===== src/rtl/regbank32_8bit_wr.sv =====
// Write side of the 32 x 8-bit register bank: handshaken byte writes plus a one-register-per-cycle bulk clear.
// Optional build macro REGBANK_R0_ZERO_EN hardwires register 0 to zero (no flop, writes discarded).
module regbank32_8bit_wr (
    input  logic         clk,
    input  logic         rst_n,
    input  logic         wr_valid,
    input  logic [4:0]   wr_addr,
    input  logic [7:0]   wr_data,
    output logic         wr_ready,
    output logic         wr_done,
    input  logic         clr_req,
    output logic         busy,
    output logic         clr_done,
    output logic [255:0] regs
);

    localparam int DATA_W = 8;
    localparam int DEPTH  = 32;

`ifdef REGBANK_R0_ZERO_EN
    localparam bit R0_ZERO = 1'b1;
`else
    localparam bit R0_ZERO = 1'b0;
`endif

    typedef enum logic {IDLE, CLEAR} state_t;

    state_t           state, state_nxt;
    logic [4:0]       clr_idx, clr_idx_nxt;
    logic             wr_acc;
    logic             clr_last;
    logic [DEPTH-1:0] wr_hit;
    logic [DEPTH-1:0] clr_hit;

    // A pending clear request blocks writes in the same cycle.
    assign wr_ready = (state == IDLE) && !clr_req;
    assign wr_acc   = wr_valid && wr_ready;
    assign busy     = (state == CLEAR);
    assign clr_last = (state == CLEAR) && (clr_idx == 5'd31);

    always_comb begin
        state_nxt   = state;
        clr_idx_nxt = clr_idx;
        if (state == IDLE) begin
            if (clr_req) begin
                state_nxt   = CLEAR;
                clr_idx_nxt = '0;
            end
        end else begin
            clr_idx_nxt = clr_idx + 5'd1;
            if (clr_idx == 5'd31) begin
                state_nxt = IDLE;
            end
        end
    end

    always_ff @(posedge clk or negedge rst_n) begin
        if (!rst_n) begin
            state    <= IDLE;
            clr_idx  <= '0;
            wr_done  <= 1'b0;
            clr_done <= 1'b0;
        end else begin
            state    <= state_nxt;
            clr_idx  <= clr_idx_nxt;
            wr_done  <= wr_acc;
            clr_done <= clr_last;
        end
    end

    // One-hot enables; writes and clears never overlap because wr_ready is low in CLEAR.
    assign wr_hit  = wr_acc ? (DEPTH'(1) << wr_addr) : '0;
    assign clr_hit = (state == CLEAR) ? (DEPTH'(1) << clr_idx) : '0;

    for (genvar n = 0; n < DEPTH; n++) begin : g_reg
        if (n == 0 && R0_ZERO) begin : g_zero
            assign regs[DATA_W*n +: DATA_W] = '0;
        end else begin : g_flop
            logic [DATA_W-1:0] q;
            always_ff @(posedge clk or negedge rst_n) begin
                if (!rst_n) begin
                    q <= '0;
                end else if (clr_hit[n]) begin
                    q <= '0;
                end else if (wr_hit[n]) begin
                    q <= wr_data;
                end
            end
            assign regs[DATA_W*n +: DATA_W] = q;
        end
    end

endmodule


===== config.mk =====
export PLATFORM = sky130hd
export DESIGN_NAME = regbank32_8bit_wr
export DESIGN_NICKNAME = d
export VERILOG_FILES = /design/src/rtl/regbank32_8bit_wr.sv
export SDC_FILE = /design/constraint.sdc
export NUM_CORES = 1
export LEC_CHECK = 0
export ABC_CLOCK_PERIOD_IN_PS = 3100
export CORE_ASPECT_RATIO = 2
export CORE_MARGIN = 2
export CORE_UTILIZATION = 54
export CTS_BUF_LIST = sky130_fd_sc_hd__clkbuf_16
export DETAILED_ROUTE_END_ITERATION = 8
export GPL_TIMING_DRIVEN = 1
export PLACE_DENSITY = 0.85
export SYNTH_ARGS = -nofsm -noshare
export SYNTH_HDL_FRONTEND = slang
export SYNTH_SLANG_ARGS = --single-unit

===== constraint.sdc =====
create_clock -name clk -period 3.1 [get_ports clk]
set_input_delay 0.62 -clock clk [delete_from_list [all_inputs] [get_ports clk]]
set_output_delay 0.62 -clock clk [all_outputs]
set_load 0.02 [all_outputs]

==> results of run 1 <==
==> path summary, 6_finish.rpt <==
kind / endpoint / slack [ns] / cells past startpoint
setup / recovery: wr_ready / 0.44 / 3
hold / removal: g_reg[10].g_flop.q[3] / 0.06 / 1
setup reg to reg: g_reg[17].g_flop.q[1] / 0.92 / 5
hold reg to reg: g_reg[6].g_flop.q[1] / 0.54 / 2
max in group asynchronous: g_reg[18].g_flop.q[2] / 2.21 / 2
min in group clk: g_reg[6].g_flop.q[1] / 0.54 / 2
==> where the power goes <==
part	internal, uW	switching (uW)
Sequential	3610	161
Combinational	502	974
Clock	1520	1290
==> through the flow <==
stage | util | instance area, sq um | std cells | power [uW]
floorplan | - | 11900 | 1278 | 4600
global placement | 0.674 | 14700 | 1736 | 5230
detailed placement | 0.674 | 14700 | 1736 | 5280
CTS | 0.707 | 15500 | 1776 | 8040
global route | 0.707 | 15500 | 1776 | 8320
finish | 0.707 | 15500 | 1776 | 8050
==> critical path, delay by kind of cell <==
family / cells / cell delay (ns)
and+or+nand+nor: 1 / 0.25
buffers and inverters: 2 / 1.17
==> layer usage <==
metal	vias to the layer above	global-route usage
met5	-	0
met4	0	0.161
met3	129	0.0839
met2	830	0.520
met1	5570	0.453
li1	5004	-
==> flip-flops by register name (all words and copies together), names as in the netlist <==
name,count
g.g_flop.q,256
clr_idx,5
busy,1
clr_done,1
wr_done,1
==> layout by cell type, fill, tap and decap left out, drive strengths merged, types with 2 or more instances in the layout <==
| cell type | count |
|---|---|
| or4b | 3 |
| nand2 | 7 |
| nand3b | 2 |
| o31ai | 3 |
| clkbuf | 23 |
| and2 | 2 |
| ha | 7 |
| nand4bb | 3 |
| and4bb | 4 |
| nand2b | 7 |
| bufinv | 2 |
| a21oi | 257 |
| and4b | 3 |
| nand3 | 260 |
| nand4b | 3 |
| dfrtp | 264 |
| inv | 9 |
| clkinvlp | 2 |
| nor3 | 11 |
| o21ai | 256 |
| buf | 53 |
| clkdlybuf4s50 | 275 |
| clkinv | 9 |
| nor4b | 3 |
| nor2 | 24 |
==> cells by family after synthesis <==
| kind of cell | Yosys count | synth area share |
|---|---|---|
| DFF | 264 | 0.553 |
| adders and majority gates | 7 | 0.00733 |
| buffers and inverters | 151 | 0.0689 |
| AOI/OAI and AO/OA | 518 | 0.218 |
| and+or+nand+nor | 338 | 0.153 |
==> area by class of cell <==
cell class	count	area [sq um]
sequential	264	6610
inverter	5	18.8
clock buffer	23	576
multi-input combinational	863	4540
clock inverter	17	136
fill	1620	6420
tap	276	345
timing repair buffer	328	3230
==> impl_metrics.ini, run 1 <==
[status]
status = finished, final reports clean

[final_layout]
syn_to_final_growth_pct = 29.4
drive_gt1_frac = 0.0660
nNetsFinal = 1508
diodes = 0

[logic_synthesis]
ys_seq_area_frac = 0.553
synth_area_leaders = dfrtp_1 (55%), nand3_1 (11%), a21oi_1 (11%)
yosysWarnings = 0
synth_nets = 1302
synth.largest_area_cell = dfrtp_1
synth_top_flop_cell = dfrtp_1
yosys.cell_types.count = 36
synth_top_area_frac = 0.553
synth.most_common_cell = dfrtp_1
synth_common_cells = dfrtp_1 (264), nand3_1 (260), a21oi_1 (257), o21ai_0 (178), o21ai_1 (78)
async_reset_ff_frac = 1.00
ys_seq_elements = 264
syn_avg_cell_area_sq_um = 9.35
syn_area_sq_um = 11900
synthCells = 1278
synth_enable_flop_cells = 0

[floorplan]
row_count = 77
die_h_microns = 214
io_pins = 277
fp.dieArea_sq_um = 23400
die_w_microns = 109
initial_core_util = 0.546
core_sq_um = 21900

[place]
dp_hpwl_microns = 25000
place_ws_ns = 0.240
gp_congestion = 0.878
portBuffers = 276

[setup_path]
path_class = primary input to primary output
crit_path_max_fanout = 5
cp_slowest_stage_delay_ns = 0.65
arrival_ns = 2.04
worstPathCellList = clkdlybuf4s50_1, nor2_1, clkdlybuf4s50_1
timing.rr.start = busy
path_common_cell = clkdlybuf4s50_1
cp_slowest_cell = clkdlybuf4s50_1
start_kind = primary input
cp.required_ns = 2.48
startpoint = clr_req
end_kind = primary output

[sta]
finalSetupViolCount = 0
fmax_mhz = 375
period_share = 0.859
holdWs_ns = 0.0639
worst_slack_ns = 0.437
slew_violations = 0
finalSetupTns_ns = 0
worst_slew_pin_slew_ns = 0.987
slew_headroom = 0.337
finalClockSkew_ns = 0.00771
hold_viol = 0
rsz0062_at_grt = false
period_needed_ns = 2.66

[routing]
avgViaCountPerCell = 6.49
routed_wl_microns = 40100
vias = 11500
dr.pass1.iters = 6
drtIter0Drc = 1014
drc = 0
ant_nets = 0
routed-wl-met3_microns = 4950
dr_wl_met2_microns = 18800
wl_met1_microns = 14500
routedWlPerCell_microns = 22.6
highest_layer = met4

[clocking]
clk_latency_ns = 0.52
ctsHoldBuffers = 0
cts_tree = yes
clk_pin_slew_ns = 0.07
cts_buffer_depth = 3
htree_levels = 1
clock-sinks = 264
cts_resized = 0
postCtsSetupBuffers = 0
cts_buffers = 22
cts-root-buf = clkbuf_16

[global_route]
grt_max_degree = 78
grt_pass1_vias = 11000
grt_pass1_wl_microns = 61500
grt_use_total = 0.340
gr-total-overflow = 0
antenna_found_initial = 0

[pwr]
power_density_nw_per_um2 = 521
peakVddDrop_mv = 0.365
leakagePower_uw = 0.00630

[min_path]
hp-class = primary input to asynchronous set/reset pin

[job]
cap_violations = 0
Note: power is estimated with default switching activity, not from simulation.
==> inputs of run 2 (changes only) <==
--- a/config.mk
+++ b/config.mk
@@ -8,5 +8,4 @@
 export ABC_CLOCK_PERIOD_IN_PS = 3100
 export CORE_ASPECT_RATIO = 2
-export CORE_MARGIN = 2
 export CORE_UTILIZATION = 54
 export CTS_BUF_LIST = sky130_fd_sc_hd__clkbuf_16
==> constraint.sdc (replaced) <==
create_clock -name clk -period 3.1 [get_ports clk]
set_input_delay 0.62 -clock clk [delete_from_list [all_inputs] [get_ports clk]]
set_output_delay 0.62 -clock clk [all_outputs]
set_load 0.05 [all_outputs]
==> run 2 against run 1 <==
  * Combinational power increased by 22%
  * Non-clock buffer count increased by 4
  * Largest power group unchanged
  * Sequential share of layout area decreased by 0.30 points
  * Clock power increased by 4%
==> impl_metrics.ini, run 2 (same netlist as run 1, synthesis figures left out) <==
[status]
status = finished, final reports clean

[pwr]
p_comb_frac = 0.211
power.internal_uw = 5730
switchingPower_uw = 2780
netSwitchingFraction = 0.327
peakVddDrop_mv = 0.538
total_power_uw = 8500
p_seq_frac = 0.445
power_density_nw_per_um2 = 547
pwr-share-clk = 0.344
leakagePower_uw = 0.00635

[place]
portBuffers = 276
dp.cells = 1737
dp_hpwl_microns = 26300
gp_congestion = 0.864
place_ws_ns = 0.335

[final_layout]
nFillCells = 1582
largest_reg_flops = 256
largest-register = g.g_flop.q
top_regs = g.g_flop.q x256, clr_idx x5
final_common_cell = clkdlybuf4s50_1
syn_to_final_growth_pct = 30.3
seq_area_sq_um = 6610
multiInputGateArea_sq_um = 4540
layout_common_cells = clkdlybuf4s50_1 (274), dfrtp_1 (264), nand3_1 (260)
nNetsFinal = 1513
drive_gt1_frac = 0.0699
final_cells = 1778

[setup_path]
crit_family = buffers and inverters
start_kind = flip-flop
path_class = flip-flop to primary output
cp_slowest_cell = clkdlybuf4s50_1
critPathBufInv = 1
cp.required_ns = 2.48
crit_path_max_fanout = 18
arrival_ns = 2.18
worstPathCellList = clkdlybuf4s50_1
end_kind = primary output
cp_slowest_stage_delay_ns = 0.95

[routing]
ant_nets = 0
vias = 11600
routed_wl_microns = 41100
routedWlPerCell_microns = 23.1
avgViaCountPerCell = 6.53
drc = 0
dr.pass1.iters = 8
drtIter0Drc = 917

[floorplan]
die_h_microns = 212
initial_core_util = 0.553
core_sq_um = 21600
row_count = 76
fp.dieArea_sq_um = 22800
io_pins = 277
die_w_microns = 107

[clocking]
ctsHoldBuffers = 0
cts-root-buf = clkbuf_16
cts_buffers = 23
clk_latency_ns = 0.52
cts_resized = 0
cts_buffer_depth = 3
postCtsSetupBuffers = 0
clock-sinks = 264
htree_levels = 1
clk_pin_slew_ns = 0.07
cts_tree = yes

[global_route]
antenna_found_initial = 1
grt_pass1_wl_microns = 62200
grt_max_degree = 78
grt_pass1_vias = 11300
gr-total-overflow = 0
grt_use_total = 0.357

[sta]
period_needed_ns = 2.80
finalSetupViolCount = 0
rsz0062_at_grt = false
fmax_mhz = 357
slew_headroom = 0.458
finalClockSkew_ns = 0.0138
hold_viol = 0
period_share = 0.903
slew_violations = 0
worst_slew_pin_slew_ns = 0.810
worst_slack_ns = 0.301
finalSetupTns_ns = 0

[job]
cap_violations = 0

[min_path]
hp-class = primary input to asynchronous set/reset pin
[run 2: worst paths after layout]
path | cells past startpoint | slack (ns) | startpoint | to
worst min register to register | 2 | 0.54 | g_reg[22].g_flop.q[2] | g_reg[22].g_flop.q[2]
min in group clk | 2 | 0.54 | g_reg[22].g_flop.q[2] | g_reg[22].g_flop.q[2]
worst min-delay path | 1 | 0.07 | rst_n | g_reg[12].g_flop.q[3]
worst max register to register | 5 | 0.69 | busy | g_reg[16].g_flop.q[4]
max in group asynchronous | 2 | 2.22 | rst_n | g_reg[30].g_flop.q[2]
worst max-delay path | 1 | 0.30 | busy | busy
[run 2: final cells by class]
type	count	area share
multi-input combinational	863	0.292
inverter	5	0.00121
sequential	264	0.425
antenna	2	0.000322
tap	273	0.0220
clock buffer	23	0.0370
timing repair buffer	332	0.213
clock inverter	16	0.0106
[run 2: worst reg2reg max path, cell delays in order, from the launching register on]
cell,delay (ns)
dfrtp_1,0.59
buf_4,0.29
or4_2,0.71
buf_4,0.26
o21ai_0,0.27
a21oi_1,0.12
[run 2: power groups by stage]
stage | Combinational (uW) | Sequential (uW) | Clock, uW
2_1_floorplan | 678 | 4220 | 0
3_3_place_gp | 1730 | 3830 | 0
3_5_place_dp | 1770 | 3840 | 0
4_1_cts | 1780 | 3780 | 2940
5_1_grt | 1900 | 3800 | 3070
6_report | 1800 | 3780 | 2920
[run 2: per-layer routing]
metal / global-route usage / share of wire / vias to the layer above
met5: 0 / 0 / -
met1: 0.405 / 0.33 / 5644
met4: 0.258 / 0.081 / 0
met2: 0.613 / 0.51 / 751
li1: - / - / 5001
met3: 0.0466 / 0.080 / 212
[run 2: through the flow]
| step | area, sq um | hold WS [ns] | util |
|---|---|---|---|
| 6_report | 15600 | 0.0698 | 0.721 |
| 3_3_place_gp | 14800 | 0.525 | 0.686 |
| 2_1_floorplan | 11900 | 0.324 | - |
| 5_1_grt | 15600 | 0.119 | 0.721 |
| 4_1_cts | 15600 | 0.0974 | 0.721 |
| 3_5_place_dp | 14800 | 0.533 | 0.686 |
==> variant (settings of run 2) <==
The option `REGBANK_R0_ZERO_EN` is turned on by a define.
--- a/src/rtl/regbank32_8bit_wr.sv
+++ b/src/rtl/regbank32_8bit_wr.sv
@@ -1,4 +1,6 @@
 // Write side of the 32 x 8-bit register bank: handshaken byte writes plus a one-register-per-cycle bulk clear.
 // Optional build macro REGBANK_R0_ZERO_EN hardwires register 0 to zero (no flop, writes discarded).
+`define REGBANK_R0_ZERO_EN
+
 module regbank32_8bit_wr (
     input  logic         clk,
Function: changed (a bounded check fails within 4 cycles, from zero or initial values and one cycle with rst_n low).
==> variant against run 2 <==
- final cell count down 2.5%
- total power down 2.2%
- worst setup slack better by 0.14 ns
- maximum frequency up 5.1%
- routed wire length down 3.3%
- synthesized area down 3.0%
- worst hold slack better by 0.064 ns
- synthesized cell count down 2.2%
- sequential cell count down 8
- clock skew about the same
- via count down 2.6%
- cell area down 2.8%
==> variant: results (changes against run 2) <==
Synth top cells by count -> dfrtp_1, nand3_1, a21oi_1
Post-DP HPWL -> 25100 um (-4.7%)
Critical Path End -> busy
Post-DP Area -> 14400 sq um (-2.9%)
Post-CTS Resized -> 0 (unchanged)
Worst-Margin Slew -> 0.935 ns (+0.124 ns)
Reg-to-Reg End -> g_reg[4].g_flop.q[2]$_DFFE_PN0P_
TritonCTS Buffers -> 22 (-4.3%)
Fin Hold WS -> 0.133 ns (+0.0637 ns)
Synth Instances -> 1250 (-2.2%)
Synth Warn # -> 0 (unchanged)
Drt wl/cell -> 22.9 um (-0.80%)
CP max stage cell -> clkdlybuf4s50_1
CTS Buffer Depth -> 3 (unchanged)
Cell variety after synth -> 37 (+2.8%)
FF-to-FF setup slack -> 0.79 ns (+0.10 ns)
Max incr delay on CP -> 0.89 ns (-0.06 ns)
Largest cells by area after synthesis -> dfrtp_1, nand3_1, a21oi_1
GR Util met3 -> 4.46% (-0.20 points)
Worst Path Arrival -> 2.04 ns (-0.14 ns)
Fraction of layout cells with a size suffix above 1 -> 6.62% (-0.36 points)
Worst-Skew Late Latency -> 0.52 ns (about the same)
Postcts setup bufs -> 0 (unchanged)
Inserted Diodes -> 0 (-2)
Crit path max fanout -> 12 (-6)
First drt pass iteration count -> 5 (-3)
Worst R2R Path Depth -> 5 (unchanged)
M1 GR Usage -> 42.5% (+2.0 points)
Post-synth ARST share -> 100% (unchanged)
Initial DRC count -> 960 (+4.7%)
Largest net degree at the start of global routing -> 97 (+24%)
Met2 GRT Util -> 60.2% (-1.1 points)
Sequential area share after synthesis -> 55.3% (about the same)
Pre-CTS WS -> 0.341 ns (+0.00549 ns)
Final WS setup -> 0.438 ns (+0.136 ns)
CTS H-tree lvls -> 1 (unchanged)
Routed WL -> 39800 um (-3.3%)
Initial antenna violation count -> 0 (-1)
IO Port Bufs -> 268 (-2.9%)
Nets -> 1473 (-2.6%)
Hold crit path type -> input pin to async pin
DR vias -> 11309 (-2.6%)
DP Cell Count -> 1694 (-2.5%)
Top Registers -> g.g_flop.q: 248 flops, clr_idx: 5 flops
Global placement routability congestion -> 0.871 (+0.84%)
Worst r2r src -> busy$_DFF_PN0_
GRT Resource Usage Total -> 35.7% (about the same)
First-pass GRT wire length -> 61200 um (-1.5%)
Status -> completed
Leak -> 0.00617 uW (-2.8%)
IR Drop Worst-Case VDD -> 391 uV (-27%)
Setup Skew -> 0.0140 ns (+0.000209 ns)
-- variant: changes by cell type in the layout (fill, tap and decap cells not counted), sizes merged, moves of 2 or more --
cell,change
inv,-2
o21ai,-8
diode,-2
dfrtp,-8
conb,+8
a21oi,-8
nand3,-8
clkinv,+4
clkdlybuf4s50,-8
buf,-6
-- variant: layout make-up --
| class | count | area, sq um |
|---|---|---|
| clock buffer | 23 | 576 |
| multi-input combinational | 846 | 4440 |
| clock inverter | 17 | 164 |
| inverter | 5 | 18.8 |
| fill | 1567 | 5900 |
| tap | 269 | 337 |
| timing repair buffer | 318 | 3190 |
| sequential | 256 | 6410 |
-- variant: logic make-up (layout without fill, tap and decap cells) --
logic type	Yosys count	count (layout)	synth area share [%]
AO/OA/AOI/OAI	502	502	21.8
adder cells (fa/ha/maj)	7	7	0.756
buffers and inverters	155	363	6.96
flip-flops	256	256	55.3
other	1	8	0.0324
AND/OR/NAND/NOR	329	329	15.2
-- variant: layer usage --
layer	part of all wire (%)	wire (um)	vias up
met5	0	0	-
li1	-	-	4859
met3	8.6	3410	174
met2	51	20400	752
met1	33	13200	5524
met4	6.9	2770	0
-- variant: stage by stage --
step	power (uW)	util, %
global route	8560	72.0
finish	8320	72.0
CTS	8310	72.0
detailed placement	5470	68.4
floorplan	4780	-
global placement	5430	68.4
-- variant: power breakdown --
group	total, uW	internal (uW)	switching, uW
clock network	2880	1610	1280
registers	3680	3500	176
logic	1760	493	1270
